File: config.mk
export PLATFORM = sky130hd
export DESIGN_NAME = debounce_event_ctrl
export DESIGN_NICKNAME = d
export VERILOG_FILES = /design/src/rtl/debounce_event_pkg.sv /design/src/rtl/debounce_channel.sv /design/src/rtl/debounce_event_ctrl.sv
export SDC_FILE = /design/constraint.sdc
export NUM_CORES = 1
export LEC_CHECK = 0
export CAP_MARGIN = 20
export CORE_UTILIZATION = 40
export CTS_CLUSTER_SIZE = 14
export DETAILED_ROUTE_END_ITERATION = 8
export PLACE_DENSITY = 0.59
export REMOVE_ABC_BUFFERS = 1
export SYNTH_ARGS = -nofsm -noshare
export SYNTH_HDL_FRONTEND = slang
export SYNTH_SLANG_ARGS = --single-unit
File: constraint.sdc
create_clock -name clk -period 8.3 [get_ports clk]
set_input_delay 2.49 -clock clk [delete_from_list [all_inputs] [get_ports clk]]
set_output_delay 2.49 -clock clk [all_outputs]
set_load 0.02 [all_outputs]
File: src/rtl/debounce_event_pkg.sv
// Shared types and helpers for the debounce/event controller.
// Event payloads are sized for the largest supported channel count (32).
package debounce_event_pkg;

    localparam int SYNC_STAGES = 2;
    localparam int MAX_IDX_W   = 5;

    typedef struct packed {
        logic [MAX_IDX_W-1:0] index;
        logic                 rise;
    } evt_t;

    function automatic int clog2_min1(input int n);
        return (n < 2) ? 1 : $clog2(n);
    endfunction

endpackage

File: src/rtl/debounce_channel.sv
// One debounce channel: input synchroniser, tick-based stability counter,
// debounced level, and a one-cycle edge pulse with the new level as polarity.
module debounce_channel
    import debounce_event_pkg::*;
#(
    parameter int STABLE_TICKS = 16
) (
    input  logic clk,
    input  logic reset,
    input  logic raw,
    input  logic tick,
    output logic state,
    output logic edge_pulse,
    output logic edge_rise
);

    localparam int CW = $clog2(STABLE_TICKS + 1);

    logic [SYNC_STAGES-1:0] sync_q;
    logic [CW-1:0]          cnt;
    logic                   state_q;
    logic                   sync;
    logic                   mismatch;
    logic                   flip;

    assign sync     = sync_q[SYNC_STAGES-1];
    assign mismatch = (sync != state_q);
    // The flip happens on the STABLE_TICKS-th consecutive mismatching tick.
    assign flip     = tick && mismatch && (cnt == CW'(STABLE_TICKS - 1));

    always_ff @(posedge clk or posedge reset) begin
        if (reset) begin
            sync_q  <= '0;
            cnt     <= '0;
            state_q <= 1'b0;
        end else begin
            sync_q <= {sync_q[SYNC_STAGES-2:0], raw};
            if (!mismatch) begin
                cnt <= '0;
            end else if (flip) begin
                state_q <= sync;
                cnt     <= '0;
            end else if (tick) begin
                cnt <= cnt + 1'b1;
            end
        end
    end

    assign state      = state_q;
    assign edge_pulse = flip;
    assign edge_rise  = sync;

endmodule

File: src/rtl/debounce_event_ctrl.sv
// Multi-channel debounce controller: shared sample prescaler, per-channel
// pending events with sticky overrun, round-robin serialisation onto one port.
module debounce_event_ctrl
    import debounce_event_pkg::*;
#(
    parameter int NUM_INPUTS   = 8,
    parameter int PRESCALE     = 1000,
    parameter int STABLE_TICKS = 16,
    localparam int IW          = clog2_min1(NUM_INPUTS)
) (
    input  logic                  clk,
    input  logic                  reset,
    input  logic [NUM_INPUTS-1:0] in,
    input  logic                  overrun_clr,
    output logic [NUM_INPUTS-1:0] state,
    output logic                  evt_valid,
    input  logic                  evt_ready,
    output logic [IW-1:0]         evt_index,
    output logic                  evt_rise,
    output logic [NUM_INPUTS-1:0] overrun
);

    localparam int PW = clog2_min1(PRESCALE);

    logic [PW-1:0]         pcnt;
    logic                  tick;
    logic [NUM_INPUTS-1:0] edge_pulse;
    logic [NUM_INPUTS-1:0] edge_rise;
    logic [NUM_INPUTS-1:0] pend, pend_d;
    logic [NUM_INPUTS-1:0] pol, pol_d;
    logic [NUM_INPUTS-1:0] ovr_set;
    logic [NUM_INPUTS-1:0] take;
    logic [IW-1:0]         ptr;
    logic [IW-1:0]         grant_idx;
    logic [IW-1:0]         cand;
    logic                  grant_found;
    logic                  load;
    evt_t                  evt_q;
    logic                  evt_unused;

    assign tick = (pcnt == PW'(PRESCALE - 1));

    always_ff @(posedge clk or posedge reset) begin
        if (reset) begin
            pcnt <= '0;
        end else if (tick) begin
            pcnt <= '0;
        end else begin
            pcnt <= pcnt + 1'b1;
        end
    end

    for (genvar g = 0; g < NUM_INPUTS; g++) begin : g_ch
        debounce_channel #(
            .STABLE_TICKS(STABLE_TICKS)
        ) u_ch (
            .clk       (clk),
            .reset     (reset),
            .raw       (in[g]),
            .tick      (tick),
            .state     (state[g]),
            .edge_pulse(edge_pulse[g]),
            .edge_rise (edge_rise[g])
        );
    end

    // Search starts one past the last grant and wraps.
    always_comb begin
        grant_found = 1'b0;
        grant_idx   = ptr;
        cand        = '0;
        for (int k = 1; k <= NUM_INPUTS; k++) begin
            cand = IW'((int'(ptr) + k) % NUM_INPUTS);
            if (!grant_found && pend[cand]) begin
                grant_found = 1'b1;
                grant_idx   = cand;
            end
        end
    end

    assign load = (!evt_valid || evt_ready) && grant_found;
    assign take = load ? (NUM_INPUTS'(1) << grant_idx) : '0;

    // A fresh edge always wins the pending slot; it only counts as an
    // overrun when the previous event is not leaving in the same cycle.
    always_comb begin
        pend_d  = pend;
        pol_d   = pol;
        ovr_set = '0;
        for (int c = 0; c < NUM_INPUTS; c++) begin
            if (edge_pulse[c]) begin
                pend_d[c]  = 1'b1;
                pol_d[c]   = edge_rise[c];
                ovr_set[c] = pend[c] && !take[c];
            end else if (take[c]) begin
                pend_d[c] = 1'b0;
            end
        end
    end

    always_ff @(posedge clk or posedge reset) begin
        if (reset) begin
            pend    <= '0;
            pol     <= '0;
            overrun <= '0;
        end else begin
            pend    <= pend_d;
            pol     <= pol_d;
            overrun <= (overrun & ~{NUM_INPUTS{overrun_clr}}) | ovr_set;
        end
    end

    always_ff @(posedge clk or posedge reset) begin
        if (reset) begin
            evt_valid <= 1'b0;
            evt_q     <= '0;
            ptr       <= IW'(NUM_INPUTS - 1);
        end else if (load) begin
            evt_valid   <= 1'b1;
            evt_q.index <= MAX_IDX_W'(grant_idx);
            evt_q.rise  <= pol[grant_idx];
            ptr         <= grant_idx;
        end else if (evt_ready) begin
            evt_valid <= 1'b0;
        end
    end

    assign evt_index  = evt_q.index[IW-1:0];
    assign evt_rise   = evt_q.rise;
    // Upper payload index bits are zero padding for small channel counts.
    assign evt_unused = ^evt_q.index;

endmodule
==> results of run 1 <==
-- per-layer routing --
| metal | GRT usage, % | wire (µm) | up-vias |
|---|---|---|---|
| met3 | 2.73 | 454 | 16 |
| met4 | 6.94 | 227 | 0 |
| met2 | 29.2 | 5890 | 75 |
| met1 | 23.4 | 5550 | 2078 |
| met5 | 0 | 0 | - |
| li1 | - | - | 2072 |
-- layout make-up --
class | instances | area (µm²)
fill | 1301 | 7430
multi-input combinational | 398 | 2740
sequential | 106 | 2660
timing repair buffer | 35 | 343
clock buffer | 11 | 243
tap | 180 | 225
inverter | 30 | 115
clock inverter | 5 | 77.6
-- synthesized netlist by cell type, types with 3 or more instances --
cell      instances
mux2i_1          10
nor4b_1           8
inv_1            29
o221ai_1          3
mux2_2           23
nor2_1           49
dfstp_2           3
nand3_1          22
a31oi_1          11
o32ai_1           4
buf_2             6
and2_1            3
or3b_2            3
or4_1             8
mux4_2            6
o21ai_0          34
o31ai_1           4
and3_1           11
nor3_1           23
xnor2_1          12
o211ai_1          3
nand3b_1         16
a211oi_1          4
ha_1             19
clkbuf_1          9
xor2_1            6
nand2b_1          6
nand2_1          28
o22ai_1           4
a21oi_1          45
buf_4            10
dfrtp_1         103
-- critical path, delay by kind of cell, from the launching register on --
family	cells	cell delay (ns)
buf+inv	1	0.37
simple gates	3	0.86
mux	2	0.67
flops	1	0.83
compound gates	4	1.15
fa+ha+maj	1	0.57
-- worst max path at each step --
stage	from	endpoint	slack (ns)	cells past startpoint
finish	ptr[0]	evt_rise	3.71	11
detailed placement	ptr[0]	evt_rise	3.75	11
CTS	ptr[0]	evt_rise	3.74	11
global route	ptr[0]	evt_rise	3.31	11
global placement	ptr[0]	evt_rise	3.88	11
floorplan	reset	evt_index[0]	3.03	1
-- power by group through the flow --
| stage | registers, mW | clock network, mW | logic [mW] |
|---|---|---|---|
| 2_1_floorplan | 0.639 | 0 | 0.660 |
| 3_3_place_gp | 0.653 | 0 | 0.878 |
| 3_5_place_dp | 0.655 | 0 | 0.880 |
| 4_1_cts | 0.645 | 0.466 | 0.883 |
| 5_1_grt | 0.655 | 0.484 | 0.979 |
| 6_report | 0.645 | 0.454 | 0.891 |
-- state kept, by name, summed over array words and instances (netlist names) --
signal            cells
g_ch.u_ch.cnt        40
overrun               8
pol                   8
pend                  8
g_ch.u_ch.sync_q     16
evt_rise              1
pcnt                 10
evt_valid             1
g_ch.u_ch.state       8
ptr                   3
evt_index             3
-- metrics by stage --
stage               worst slack (ns)  utilization [%]  instance area [µm²]  cells
floorplan                       3.03                -                 5500    534
global route                    3.31             46.3                 6400    765
global placement                3.88             44.0                 6080    749
finish                          3.71             46.3                 6400    765
detailed placement              3.75             44.0                 6080    749
CTS                             3.74             46.3                 6400    765
-- kinds of logic (layout without fill, tap and decap cells) --
kind of cell               Yosys count  count (layout)
buffers and inverters               58              81
AOI/OAI and AO/OA                  134             134
adders and majority gates           19              19
muxes                               39              39
xor gates and xnor gates            19              19
DFF                                106             106
and+or+nand+nor                    187             187
==> flow_metrics.tcl, run 1 <==
set metrics [dict create \
    place_congestion 0.920 \
    startpoint_type "register" \
    dp_hpwl_mm 8.60 \
    async_flop_share_pct 100 \
    fp.dieW_um 121 \
    synth_edf_count 0 \
    rsz0062_at_grt "no" \
    cts-root-buf "clkbuf_16" \
    drtIter0Drc 327 \
    p_leak_nw 2.71 \
    rows 43 \
    cts_resized 0 \
    cts.sink_count 106 \
    final-hold-violation-count 0 \
    cp_slowest_stage_delay_ns 0.83 \
    antenna_left 0 \
    switching_share_pct 40.8 \
    fmax_mhz 218 \
    final_nets 611 \
    io_buffers 32 \
    critPathKind "reg -> reg" \
    clock_path_buffers 2 \
    cts_tree "built" \
    ff2ff_setup_slack_ns 3.71 \
    synth_compound_area_share_pct 14.9 \
    grt_max_degree 68 \
    pwr-share-seq_pct 32.4 \
    hp-class "reg -> reg" \
    clock_latency_ns 0.34 \
    first_pass_iters 6 \
    synth_cell_types 64 \
    synthMuxAreaShare_pct 8.74 \
    maxCapViolCount 0 \
    synth_xor_area_share_pct 3.08 \
    required_ns 8.52 \
    synth.area.top_cells "dfrtp_1 (46%), mux2_2 (4.6%), ha_1 (4.2%), a21oi_1 (4.0%), nor2_1 (3.3%)" \
    postCtsSetupBuffers 0 \
    start_util_pct 40.9 \
    numCtsBuffers 9 \
    yosysWarnings 0 \
    ff2ff_path_depth 11 \
    cts.htree.levels 3 \
    wl_per_cell_um 15.8 \
    hold_depth 0 \
    diodes 0 \
    drt_wl_total_mm 12.1 \
    critical_path_peak_fanout 25 \
    fin_crit_sh_pct 55.3 \
    min_period_ns 4.59 \
    status "completed" \
    synth.largest_area_cell "dfrtp_1" \
    r2r-start "ptr[0]" \
    synth_top_family_by_area "simple AND/OR/NAND/NOR gates" \
    overflow 0 \
    intPower_mw 1.18 \
    net-switching-power_mw 0.812 \
    cp_slowest_cell "dfstp_2" \
    synth-adder-area-share_pct 4.20 \
    setup_tns_ns 0 \
    cp_common_cell "mux2_2" \
    worstHoldEndpoint "g_ch[7].u_ch.sync_q[1]" \
    ios 33 \
    path_cells "clkinv_1 -> ha_1 -> mux2_2 -> mux2_2 -> o221ai_1 -> nand4_1 -> nand4b_1 -> o211ai_1 -> nand3_1 -> a211o_1 -> a311o_1" \
    postSynthCellCount 562 \
    synth-seq-cells 106 \
    grt_pass1_wl_mm 20.4 \
    skew_ns 0.00576 \
    track_usage_pct 17.7 \
    vias 4241 \
    whs_ns 0.348 \
    pwr-share-clk_pct 22.8 \
    clk_pin_slew_worst_paths_ns 0.07 \
    maxSlewViolCount 0 \
    cts-hold-fix-buffers 0 \
    syn_area_per_cell_um2 10.1 \
    drive_above_1_share_pct 10.8 \
    mostFrequentLayoutCells "dfrtp_1 (103), nor2_1 (49), a21oi_1 (45)" \
    yosysSeqAreaShare_pct 47.0 \
    layout_commonest_cell "dfrtp_1" \
    synth_area_um2 5660 \
    worst_pin_slew_ns 0.981 \
    drc_errors 0 \
    r2r_end "evt_rise" \
    grt_pass1_vias 4162 \
    combPwrFrac_pct 44.8 \
    relSlewSlack_pct 33.8 \
    endpoint_kind "register" \
    routed_via_density 5.54 \
    ir_drop_v 0.000176 \
    setup_viol 0 \
    yosysTopAreaCellShare_pct 45.6 \
    area_growth_pct 13.2 \
    power.total_mw 1.99 \
    worstHoldStart "g_ch[7].u_ch.sync_q[0]" \
    synth-main-ff-cell "dfrtp_1" \
    coreArea_um2 13800 \
    synth-simple-area-share_pct 17.5 \
    cp.arrival_ns 4.81 \
    grt_antenna_before_repair 0 \
    power.density_nw_per_um2 311 \
    dieHeight_um 121 \
    dieArea_um2 14600 \
]
No activity file was read; power rests on OpenSTA's default activity.
==> inputs of run 2 (changes only) <==
- clock period: 8.3 -> 4.7 ns (I/O delays scaled with it)
==> run 2 against run 1 <==
Net effect:
- fmax grew 15%
- final area up 0.70%
- routed wire length shrank 1.2%
- global-route usage is 0.054 points higher
- utilization up 0.33 points
- first-iteration DRC count down 22%
- sequential power rose by 67%
- final cell count increased by 0.65%
- die area did not move
- power up 77%
- setup slack lost 3.0 ns
- via count grew 0.45%
- critical endpoint unchanged
==> flow_metrics.tcl, run 2 (synthesized netlist as in run 1, its figures left out) <==
set metrics [dict create \
    skew_ns 0.00879 \
    status "completed" \
    vias 4260 \
    placed_area_um2 6130 \
    drive_above_1_share_pct 11.2 \
    grt_pass1_vias 4261 \
    rows 43 \
    track_usage_pct 17.8 \
    place_congestion 0.942 \
    worst_pin_slew_ns 0.618 \
    maxCapViolCount 0 \
    wl_per_cell_um 15.6 \
    final-hold-violation-count 0 \
    pwr-share-clk_pct 22.4 \
    dieArea_um2 14600 \
    placed_cells 754 \
    pwr-share-seq_pct 30.6 \
    postCtsSetupBuffers 0 \
    clock_latency_ns 0.34 \
    setup_tns_ns 0 \
    first_pass_iters 5 \
    drc_errors 0 \
    start_util_pct 40.9 \
    final_cells 770 \
    drt_wl_total_mm 12.0 \
    n_fill_cell 1281 \
    cts_resized 0 \
    fp.dieW_um 121 \
    area_growth_pct 14.0 \
    regArea_um2 2660 \
    io_buffers 32 \
    cp.arrival_ns 4.20 \
    routed_via_density 5.53 \
    cts-hold-fix-buffers 0 \
    largest_reg_flops 40 \
    ir_drop_v 0.000248 \
    intPower_mw 2.11 \
    critPathKind "reg -> reg" \
    cts.sink_count 106 \
    grt_max_degree 66 \
    final_nets 616 \
    cts.htree.levels 3 \
    coreArea_um2 13800 \
    setup_viol 0 \
    fmax_mhz 251 \
    maxSlewViolCount 0 \
    overflow 0 \
    hp-class "reg -> reg" \
    power.total_mw 3.53 \
    cts_tree "built" \
    diodes 0 \
    relSlewSlack_pct 58.8 \
    min_period_ns 3.98 \
    layout_commonest_cell "dfrtp_1" \
    fin_crit_sh_pct 84.6 \
    required_ns 4.92 \
    clock_path_buffers 2 \
    antenna_left 0 \
    clk_pin_slew_worst_paths_ns 0.07 \
    largestRegisters "g_ch.u_ch.cnt: 40 flops, g_ch.u_ch.sync_q: 16 flops, pcnt: 10 flops" \
    switching_share_pct 40.3 \
    grt_pass1_wl_mm 20.4 \
    endpoint_kind "register" \
    p_leak_nw 2.73 \
    grt_antenna_before_repair 0 \
    drtIter0Drc 256 \
    multi_input_area_um2 2740 \
    cts-root-buf "clkbuf_16" \
    mostFrequentLayoutCells "dfrtp_1 (103), nor2_1 (49), a21oi_1 (45)" \
    power.density_nw_per_um2 548 \
    final_design_area_no_fill_um2 6440 \
    ios 33 \
    numCtsBuffers 9 \
    dp_hpwl_mm 8.63 \
    startpoint_type "register" \
    combPwrFrac_pct 47.0 \
    whs_ns 0.344 \
    rsz0062_at_grt "no" \
    dieHeight_um 121 \
    net-switching-power_mw 1.42 \
    regMostFlops "g_ch.u_ch.cnt" \
    critical_path_peak_fanout 24 \
]
[run 2: cell count changes in the layout (fill, tap and decap cells not counted), sizes merged]
cell,change
buf,+5
clkinvlp,-1
clkinv,-1
clkbuf,+2
[run 2: metal layers]
layer / wire length [µm] / up-vias / GRT usage, %
li1: - / 2093 / -
met1: 5560 / 2094 / 23.2
met2: 5840 / 64 / 28.7
met3: 431 / 9 / 3.99
met4: 140 / 0 / 6.79
met5: 0 / - / 0
[run 2: cell type report]
class | count | area share, %
Timing Repair Buffer | 40 | 6.10
Sequential cell | 106 | 41.2
Tap cell | 180 | 3.49
Clock inverter | 3 | 1.01
Multi-Input combinational cell | 398 | 42.5
Clock buffer | 13 | 3.88
Inverter | 30 | 1.79
[run 2: final timing paths]
kind,startpoint,end,slack (ns),cells after the start
hold reg to reg,g_ch[7].u_ch.sync_q[0],g_ch[7].u_ch.sync_q[1],0.34,0
max in group asynchronous,reset,ptr[2],2.43,3
setup reg to reg,ptr[0],evt_rise,0.72,11
min in group asynchronous,reset,g_ch[4].u_ch.cnt[1],1.51,2
setup / recovery,ptr[0],evt_rise,0.72,11
hold / removal,g_ch[7].u_ch.sync_q[0],g_ch[7].u_ch.sync_q[1],0.34,0
[run 2: power groups by stage]
stage	clock [mW]	combinational [mW]	sequential, mW
detailed placement	0	1.64	1.10
global placement	0	1.61	1.09
finish	0.792	1.66	1.08
global route	0.853	1.85	1.09
floorplan	0	1.16	1.13
CTS	0.824	1.65	1.08
[run 2: stage by stage]
stage / setup WS [ns] / util (%)
detailed placement: 0.767 / 44.3
global placement: 0.936 / 44.3
CTS: 0.752 / 46.6
global route: 0.379 / 46.6
floorplan: 0.506 / -
finish: 0.723 / 46.6
[run 2: critical path, cell delays in order (launching register included)]
cell	delay, ns
dfstp_2	0.53
buf_4	0.27
ha_1	0.24
xor2_2	0.38
mux2_2	0.40
o221ai_1	0.40
nand4_1	0.32
nand4b_1	0.27
o211ai_1	0.16
nand3_1	0.25
a211o_1	0.31
a311o_1	0.32
==> inputs of run 3 (changes only) <==
- clock period: 4.7 -> 3.78 ns (I/O delays scaled with it)
==> run 3 against run 2 <==
Net effect:
- sequential power grew 25%
- power grew 22%
- critical path depth is the same
- critical path type unchanged
- first-iteration DRC count grew 19%
- final cell count increased by 0.78%
==> flow_metrics.tcl, run 3 (synthesized netlist as in run 1, its figures left out) <==
set metrics [dict create \
    ios 33 \
    required_ns 4.00 \
    final-hold-violation-count 0 \
    fin_crit_sh_pct 96.1 \
    cts.sink_count 106 \
    status "completed" \
    dieArea_um2 14600 \
    overflow 0 \
    critical_path_peak_fanout 7 \
    critPathKind "reg -> reg" \
    cts-root-buf "clkbuf_16" \
    final_design_area_no_fill_um2 6450 \
    hp-class "reg -> reg" \
    vias 4250 \
    largestRegisters "g_ch.u_ch.cnt: 40 flops, g_ch.u_ch.sync_q: 16 flops, pcnt: 10 flops" \
    ir_drop_v 0.000325 \
    fp.dieW_um 121 \
    endpoint_kind "register" \
    maxSlewViolCount 0 \
    dp_hpwl_mm 8.79 \
    relSlewSlack_pct 55.0 \
    drtIter0Drc 304 \
    mostFrequentLayoutCells "dfrtp_1 (103), nor2_1 (49), a21oi_1 (45)" \
    coreArea_um2 13800 \
    diodes 0 \
    fmax_mhz 275 \
    worstSetupStartpoint "ptr[1]" \
    drc_errors 0 \
    placed_area_um2 6170 \
    power.density_nw_per_um2 671 \
    clock_path_buffers 2 \
    r2r-start "ptr[1]" \
    routed_via_density 5.48 \
    drive_above_1_share_pct 12.2 \
    grt_max_degree 53 \
    antenna_left 0 \
    grt_antenna_before_repair 0 \
    skew_ns 0.00832 \
    whs_ns 0.345 \
    layout_commonest_cell "dfrtp_1" \
    maxCapViolCount 0 \
    worst_pin_slew_ns 0.670 \
    clk_pin_slew_worst_paths_ns 0.07 \
    utilization_pct 46.6 \
    first_pass_iters 6 \
    cp.arrival_ns 3.85 \
    grt_pass1_wl_mm 20.2 \
    cts_resized 0 \
    worstHoldStart "g_ch[1].u_ch.sync_q[0]" \
    setup_tns_ns 0 \
    final_nets 622 \
    drt_wl_total_mm 12.0 \
    startpoint_type "register" \
    dieHeight_um 121 \
    p_leak_nw 2.74 \
    rows 43 \
    area_growth_pct 14.0 \
    numCtsBuffers 9 \
    postCtsSetupBuffers 0 \
    min_period_ns 3.63 \
    track_usage_pct 17.7 \
    start_util_pct 40.9 \
    setup_viol 0 \
    regMostFlops "g_ch.u_ch.cnt" \
    place_congestion 0.909 \
    grt_pass1_vias 4132 \
    cts-hold-fix-buffers 0 \
    wl_per_cell_um 15.4 \
    largest_reg_flops 40 \
    final_cells 776 \
    cts.htree.levels 3 \
    io_buffers 32 \
    rsz0062_at_grt "no" \
    cts_tree "built" \
    placed_cells 760 \
    clock_latency_ns 0.34 \
]
[run 3: final cells by class]
| type | instances | area [µm²] |
|---|---|---|
| Clock buffer | 13 | 250 |
| Clock inverter | 3 | 17.5 |
| Fill cell | 1289 | 7380 |
| Inverter | 30 | 115 |
| Multi-Input combinational cell | 398 | 2750 |
| Sequential cell | 106 | 2660 |
| Tap cell | 180 | 225 |
| Timing Repair Buffer | 46 | 438 |
[run 3: where the power goes]
group	internal, mW	switching [mW]
registers	1.23	0.115
logic	0.842	1.29
clock network	0.463	0.380
[run 3: final timing paths]
kind / to / slack, ns / cells past startpoint
worst max register to register: evt_rise / 0.15 / 11
min in group asynchronous: g_ch[4].u_ch.cnt[1] / 1.13 / 2
worst min register to register: g_ch[1].u_ch.sync_q[1] / 0.35 / 0
worst max-delay path: evt_rise / 0.15 / 11
max in group asynchronous: ptr[1] / 1.91 / 3
worst min-delay path: g_ch[1].u_ch.sync_q[1] / 0.35 / 0
[run 3: routing by layer]
metal  routed length, µm  up-vias  part of all wire, %  track usage (%)
met1                5660     2063                   47             23.9
met3                 432       16                  3.6             3.52
met4                 218        0                  1.8             6.40
li1                    -     2107                    -                -
met5                   0        -                    0                0
met2                5650       64                   47             28.1
[run 3: per-stage QoR]
step | power [mW] | setup WS (ns)
global placement | 3.44 | 0.297
detailed placement | 3.45 | 0.196
floorplan | 2.85 | -0.185
finish | 4.32 | 0.146
CTS | 4.31 | 0.189
global route | 4.63 | 0.0100
[run 3: critical path, stage by stage, from the launching register on]
cell	delay (ns)
dfstp_2	0.56
inv_1	0.11
ha_1	0.34
mux2_2	0.37
mux2_2	0.29
o221a_4	0.29
o21a_1	0.21
o21ai_2	0.15
a21oi_1	0.16
or2_0	0.37
a211o_1	0.35
a311o_1	0.31
